`config.mk`:
```
export PLATFORM = sky130hd
export DESIGN_NAME = pc_sequencer
export DESIGN_NICKNAME = d
export VERILOG_FILES = /design/src/rtl/pc_sequencer.sv
export SDC_FILE = /design/constraint.sdc
export NUM_CORES = 1
export LEC_CHECK = 0
export BUFFER_PORTS_ARGS = -buffer_cell sky130_fd_sc_hd__buf_2
export CAP_MARGIN = 30
export CELL_PAD_IN_SITES_DETAIL_PLACEMENT = 1
export CELL_PAD_IN_SITES_GLOBAL_PLACEMENT = 1
export CORE_MARGIN = 2
export CORE_UTILIZATION = 28
export CTS_CLUSTER_DIAMETER = 80
export DETAILED_ROUTE_END_ITERATION = 10
export PLACE_DENSITY_LB_ADDON = 0.3
export SYNTH_ARGS = -nofsm -noshare
export SYNTH_HDL_FRONTEND = slang
export SYNTH_SLANG_ARGS = --single-unit
```
`constraint.sdc`:
```
create_clock -name clk -period 3.1 [get_ports clk]
set_input_delay 0.62 -clock clk [delete_from_list [all_inputs] [get_ports clk]]
set_output_delay 0.62 -clock clk [all_outputs]
set_load 0.02 [all_outputs]
```
`src/rtl/pc_sequencer.sv`:
```
// -----------------------------------------------------------------------------
// pc_sequencer
//
// Program-counter sequencer and hazard controller for a five-stage pipeline.
// It chooses the next fetch address, stalls fetch/decode on a load-use hazard,
// flushes IF/ID and bubbles ID/EX on a taken branch, and freezes fetch while
// halted. It also counts stall and flush events with saturating counters.
//
// Ports
//   clk            in   1   sole clock, rising edge
//   reset          in   1   asynchronous, active-low reset
//   Halt           in   1   request to freeze fetch (taken in RUN)
//   Resume         in   1   release from halt (wins over Halt in HALTED)
//   ID_EX_MemRead  in   1   instruction in EX is a load
//   ID_EX_Rd       in   5   destination register of the EX instruction
//   IF_ID_Rs1      in   5   first source register of the ID instruction
//   IF_ID_Rs2      in   5   second source register of the ID instruction
//   Branch_Taken   in   1   taken branch/jump resolved in EX
//   Branch_Target  in  64   redirect address
//   PC_Current     in  64   present program counter value
//   PC_Write       out  1   program counter load enable
//   PC_Next        out 64   next program counter value
//   IF_ID_Write    out  1   IF/ID register enable
//   IF_ID_Flush    out  1   IF/ID register clear
//   ID_EX_Bubble   out  1   zero the control signals entering ID/EX
//   Stall_Count    out 16   saturating count of load-use stall cycles
//   Flush_Count    out 16   saturating count of branch redirect cycles
// -----------------------------------------------------------------------------
module pc_sequencer (
  input  logic        clk,
  input  logic        reset,
  input  logic        Halt,
  input  logic        Resume,
  input  logic        ID_EX_MemRead,
  input  logic [4:0]  ID_EX_Rd,
  input  logic [4:0]  IF_ID_Rs1,
  input  logic [4:0]  IF_ID_Rs2,
  input  logic        Branch_Taken,
  input  logic [63:0] Branch_Target,
  input  logic [63:0] PC_Current,
  output logic        PC_Write,
  output logic [63:0] PC_Next,
  output logic        IF_ID_Write,
  output logic        IF_ID_Flush,
  output logic        ID_EX_Bubble,
  output logic [15:0] Stall_Count,
  output logic [15:0] Flush_Count
);

  typedef enum logic [1:0] {
    ST_BOOT   = 2'd0,
    ST_RUN    = 2'd1,
    ST_HALTED = 2'd2
  } state_t;

  localparam logic [15:0] CNT_MAX = 16'hFFFF;

  state_t      r_state;
  state_t      w_next_state;
  logic        w_load_use;
  logic        w_stall_evt;
  logic        w_flush_evt;
  logic [15:0] r_stall_count;
  logic [15:0] r_flush_count;

  // Register x0 is hard-wired to zero, so a load targeting it never creates
  // a real dependency.
  assign w_load_use = ID_EX_MemRead && (ID_EX_Rd != 5'd0) &&
                      ((ID_EX_Rd == IF_ID_Rs1) || (ID_EX_Rd == IF_ID_Rs2));

  // State register. Because reset forces BOOT asynchronously and every output
  // below is decoded from the state, the outputs take their reset values the
  // moment reset asserts, with no clock edge needed.
  always_ff @(posedge clk or negedge reset) begin
    if (!reset) begin
      r_state <= ST_BOOT;
    end else begin
      // NOTE: non-blocking assignment for every flop so all state updates
      // see pre-edge values regardless of process ordering.
      r_state <= w_next_state;
    end
  end

  // Next-state and output decode.
  always_comb begin
    // NOTE: every output gets a default before the case so no path leaves a
    // signal unassigned, which would infer a latch. The defaults are the
    // "frozen" values shared by BOOT and HALTED.
    w_next_state = r_state;
    PC_Next      = PC_Current + 64'd4;  // wraps modulo 2^64 naturally
    PC_Write     = 1'b0;
    IF_ID_Write  = 1'b0;
    IF_ID_Flush  = 1'b0;
    ID_EX_Bubble = 1'b1;
    w_stall_evt  = 1'b0;
    w_flush_evt  = 1'b0;

    unique case (r_state)
      ST_BOOT: begin
        // One frozen cycle after reset release, then start fetching.
        w_next_state = ST_RUN;
      end

      ST_RUN: begin
        PC_Write     = 1'b1;
        IF_ID_Write  = 1'b1;
        ID_EX_Bubble = 1'b0;
        // A taken branch discards the ID instruction anyway, so any load-use
        // hazard against it is moot: redirect wins and no stall is counted.
        if (Branch_Taken) begin
          PC_Next      = Branch_Target;
          IF_ID_Flush  = 1'b1;
          ID_EX_Bubble = 1'b1;
          w_flush_evt  = 1'b1;
        end else if (w_load_use) begin
          // The bubble clears ID_EX_MemRead next cycle, ending the stall.
          PC_Write     = 1'b0;
          IF_ID_Write  = 1'b0;
          ID_EX_Bubble = 1'b1;
          w_stall_evt  = 1'b1;
        end
        if (Halt) begin
          w_next_state = ST_HALTED;
        end
      end

      ST_HALTED: begin
        // Resume has priority over a still-asserted Halt.
        if (Resume) begin
          w_next_state = ST_RUN;
        end
      end

      default: begin
        w_next_state = ST_BOOT;
      end
    endcase
  end

  // Saturating event counters.
  always_ff @(posedge clk or negedge reset) begin
    if (!reset) begin
      r_stall_count <= '0;
      r_flush_count <= '0;
    end else begin
      if (w_stall_evt && (r_stall_count != CNT_MAX)) begin
        r_stall_count <= r_stall_count + 16'd1;
      end
      if (w_flush_evt && (r_flush_count != CNT_MAX)) begin
        r_flush_count <= r_flush_count + 16'd1;
      end
    end
  end

  assign Stall_Count = r_stall_count;
  assign Flush_Count = r_flush_count;

endmodule
```
==> impl_summary.log <==
INFO  metric grt_antenna_before_repair = 1
INFO  metric cpMaxStageDelayCell = sky130_fd_sc_hd__or4_1
INFO  metric crit_path_cell_trace = buf_2, and4_4, nor3b_2, buf_4, nand3_1, or3_1, or4_1, a31oi_1, buf_4
INFO  metric cpMostUsedCell = sky130_fd_sc_hd__buf_4
INFO  metric finalSetupViolCount = 0
INFO  metric nets = 952
INFO  metric worstSkewPairLatency = 0.27 ns
INFO  metric synth.yosys.seq_area_share = 23.64%
INFO  metric dr.pass1.iters = 4
INFO  metric switching_power = 1215 uW
INFO  metric number_of_synthesized_flops_with_an_enable_pin = 0
INFO  metric cts_num_sinks = 34
INFO  metric grt_max_degree = between 50 and 60
INFO  metric ant_nets = 0
INFO  metric chipWidth = ~120 um
INFO  metric cell_internal_pwr = 1423 uW
INFO  metric setup-tns-final = 0 ns
INFO  metric number_of_global_route_vias_before_repair = between 4,000 and 5,000
INFO  metric crit_start = PC_Current[29]
INFO  metric drv_cap = 0
INFO  metric whs = between 0.4 and 0.5 ns
INFO  metric critPathLaunchType = input port
INFO  metric final_common_cell = sky130_fd_sc_hd__buf_2
INFO  metric fp-row-count = between 40 and 50
INFO  metric cp_data_arrival_time = 2.47 ns
INFO  metric clk_transition_reported_paths = ~0.050 ns
INFO  metric dr.first_iter.drc_count = between 100 and 150
INFO  metric die_h = 117.4 um
INFO  metric mostFrequentLayoutCells = sky130_fd_sc_hd__buf_2, sky130_fd_sc_hd__nand2_1, sky130_fd_sc_hd__xnor2_1
INFO  metric slew-limit-headroom = 50.80%
INFO  metric netSwitchingFraction = a little under half
INFO  metric ys_ff_latch = 34
INFO  metric post_synth_instance_area = between 3000 and 4000 um2
INFO  metric fill_cells = 1,673
INFO  metric cts_hold_buffers = 0
INFO  metric power.share.sequential = approximately a fifth
INFO  metric total_length_of_routed_wires = roughly 15,000 um
INFO  metric ir_worst_vdd = approximately 190 uV
INFO  metric routabilityCongestion = a little under 0.9
INFO  metric cts-buffers-inserted = 5
INFO  metric worst-r2r-setup-slack = approximately 0.73 ns
INFO  metric post_route_clock_period_utilization = roughly 100%
INFO  metric critPathMaxStageDelay = 0.47 ns
INFO  metric synth.net_count = approximately 670
INFO  metric worst_r2r_startpoint = r_state[1]$_DFFE_PN0P_
INFO  metric cts-htree-levels = 2
INFO  metric cts.path.max_buffers = 2
INFO  metric synth_area_per_cell = 7.015 um2
INFO  metric cp_num_buf_inv = 3
INFO  metric worst-path-max-fanout = 2
INFO  metric top_level_ports = about 250
INFO  metric start_util = 28.63%
INFO  metric outcome = finished, final reports clean
INFO  metric crit_path_leading_delay_family = simple AND/OR/NAND/NOR gates
INFO  metric yosys_warnings = 0
INFO  metric synthCells = roughly 510
INFO  metric detail_route.wl_per_cell = ~16 um
INFO  metric design.die.area = roughly 14,000 um2
INFO  metric via_density = 4.872
INFO  metric regArea = between 800 and 900 um2
INFO  metric clkPwrFrac = approximately a fifth
INFO  metric cp.required = 2.48 ns
INFO  metric postSynth.asyncResetShare = between 90% and 100%
INFO  metric post-synth-top-area-fraction = 23.64%
INFO  metric rsz0062_at_grt = true
INFO  metric worst_max_slew_pin_slew = ~0.74 ns
INFO  metric synth_largest_area_cell = sky130_fd_sc_hd__dfrtp_1
INFO  metric final_layout_size_suffix_gt1_share = 42.82%
INFO  metric pre_cts_ws = -0.08853 ns
INFO  metric grt_pass1_wl = roughly 24,000 um
INFO  metric setup_ws = roughly 0.015 ns
INFO  metric finalHoldViolations = 0
INFO  metric total_leakage_power = between 0.002 and 0.003 uW
INFO  metric layout_min_cycle_time = around 3.1 ns
INFO  metric vias = around 4,700
INFO  metric floorplan.core_area = 12,570 um2
INFO  metric place_hpwl = approximately 12,000 um
INFO  metric multi_input_area = about 2800 um2
INFO  metric comb_power_share = 58.0%
INFO  metric tritoncts = yes
INFO  metric flow.area_growth_from_synthesis = 59.94%
INFO  metric grt_util_all_layers = 20.73%
INFO  metric critical_path_class = in2out
INFO  metric clk_root_buffer_cell = sky130_fd_sc_hd__clkbuf_16
INFO  metric endpoint_kind = primary output
INFO  metric hold_class = in2async
INFO  metric power_density = between 400 and 500 nW/um2
INFO  metric max_clock_freq = roughly 320 MHz
INFO  metric buffer_ports.inserted = 248
INFO  metric synth_cell_types = 37
INFO  metric netlist_top_cells_area = sky130_fd_sc_hd__dfrtp_1, sky130_fd_sc_hd__xnor2_1, sky130_fd_sc_hd__nand2_1
INFO  metric grt.overflow.total = 0
INFO  metric synthFlopType = sky130_fd_sc_hd__dfrtp_1
INFO  metric worst_clock_skew = 0.002556 ns
INFO  metric final_slew_violations = 0
INFO  metric detail_route.drc_violations = 0
==> logic make-up after synthesis <==
| logic type | Yosys count | synth area share (%) |
|---|---|---|
| buffers and inverters | 37 | 4.033 |
| AOI/OAI and AO/OA | 72 | 10.47 |
| xor gates and xnor gates | 97 | 23.61 |
| DFF | 34 | 23.64 |
| adders and majority gates | 3 | 1.043 |
| and+or+nand+nor | 269 | 36.89 |
| muxes | 1 | 0.3129 |
==> routing by layer <==
metal / GRT usage (%) / share of wire, % / up-vias
met4: 5.271 / 1.7 / 0
li1: - / - / 2338
met5: 0 / 0 / -
met1: 22.08 / 38 / 2250
met3: 4.426 / 5.9 / 17
met2: 40.90 / 54 / 140
==> synthesized netlist by cell type (2+ instances only) <==
library cell	count
sky130_fd_sc_hd__nand2b_1	2
sky130_fd_sc_hd__nand4_2	2
sky130_fd_sc_hd__a31oi_1	3
sky130_fd_sc_hd__nand4_1	17
sky130_fd_sc_hd__nor4_1	14
sky130_fd_sc_hd__o21ai_0	60
sky130_fd_sc_hd__nor3b_1	2
sky130_fd_sc_hd__nor2_1	31
sky130_fd_sc_hd__buf_2	2
sky130_fd_sc_hd__clkbuf_1	19
sky130_fd_sc_hd__dfrtp_1	34
sky130_fd_sc_hd__or3_1	2
sky130_fd_sc_hd__and2_1	5
sky130_fd_sc_hd__nor3_1	20
sky130_fd_sc_hd__nor4b_1	4
sky130_fd_sc_hd__o21a_1	2
sky130_fd_sc_hd__and3_1	9
sky130_fd_sc_hd__inv_1	15
sky130_fd_sc_hd__nor2b_1	2
sky130_fd_sc_hd__and4_1	6
sky130_fd_sc_hd__ha_1	3
sky130_fd_sc_hd__nand2_1	114
sky130_fd_sc_hd__a21oi_1	4
sky130_fd_sc_hd__nand3_1	32
sky130_fd_sc_hd__or4_1	2
sky130_fd_sc_hd__xor2_1	19
sky130_fd_sc_hd__xnor2_1	78
==> sequential cells by signal (all words and copies together) (netlist names) <==
register / flops
Stall_Count: 16
Flush_Count: 16
r_state: 2
==> final timing paths <==
path	cells after the start	endpoint
max in group asynchronous	1	Flush_Count[15]$_DFFE_PN0P_
hold / removal	1	Stall_Count[11]$_DFFE_PN0P_
setup / recovery	9	PC_Next[63]
setup reg to reg	8	Flush_Count[8]$_DFFE_PN0P_
min in group clk	1	r_state[1]$_DFFE_PN0P_
hold reg to reg	1	r_state[1]$_DFFE_PN0P_
==> stage by stage <==
stage / instances / total power [uW] / utilization (%) / area [um2]
3_3_place_gp: 963 / 2047 / 42.72 / 5369
2_1_floorplan: 513 / 1452 / - / 3598
5_1_grt: 974 / 2806 / 45.79 / 5756
3_5_place_dp: 963 / 2080 / 42.72 / 5369
4_1_cts: 971 / 2646 / 44.26 / 5563
6_report: 974 / 2639 / 45.79 / 5756
==> power by group through the flow <==
stage | clock, uW | sequential, uW | combinational [uW]
2_1_floorplan | 0 | 602 | 850
3_3_place_gp | 0 | 560 | 1490
3_5_place_dp | 0 | 565 | 1520
4_1_cts | 561 | 558 | 1530
5_1_grt | 579 | 568 | 1660
6_report | 550 | 559 | 1530
==> what timing repair did <==
item,4_1_cts,5_1_grt
gates cloned,0,1
endpoints found under the setup margin,7,22
pin swaps,2,3
gates resized for setup,7,40
setup buffers,0,1
==> area by class of cell <==
type | instances | share of cell area (%)
Clock inverter | 3 | 0.6957
Sequential cell | 34 | 14.78
Antenna cell | 1 | 0.04348
Inverter | 15 | 0.9783
Timing Repair Buffer | 302 | 29.24
Multi-Input combinational cell | 442 | 48.35
Clock buffer | 5 | 2.174
Tap cell | 172 | 3.739
==> worst reg2reg max path: stages (launching register included) <==
cell	delay (ns)
sky130_fd_sc_hd__dfrtp_1	0.39
sky130_fd_sc_hd__nor2b_1	0.25
sky130_fd_sc_hd__nand2_1	0.15
sky130_fd_sc_hd__inv_2	0.35
sky130_fd_sc_hd__buf_12	0.28
sky130_fd_sc_hd__nand2_1	0.09
sky130_fd_sc_hd__a31oi_1	0.42
sky130_fd_sc_hd__nand3_1	0.16
sky130_fd_sc_hd__xnor2_1	0.15
(Power assumes the default switching activity.)
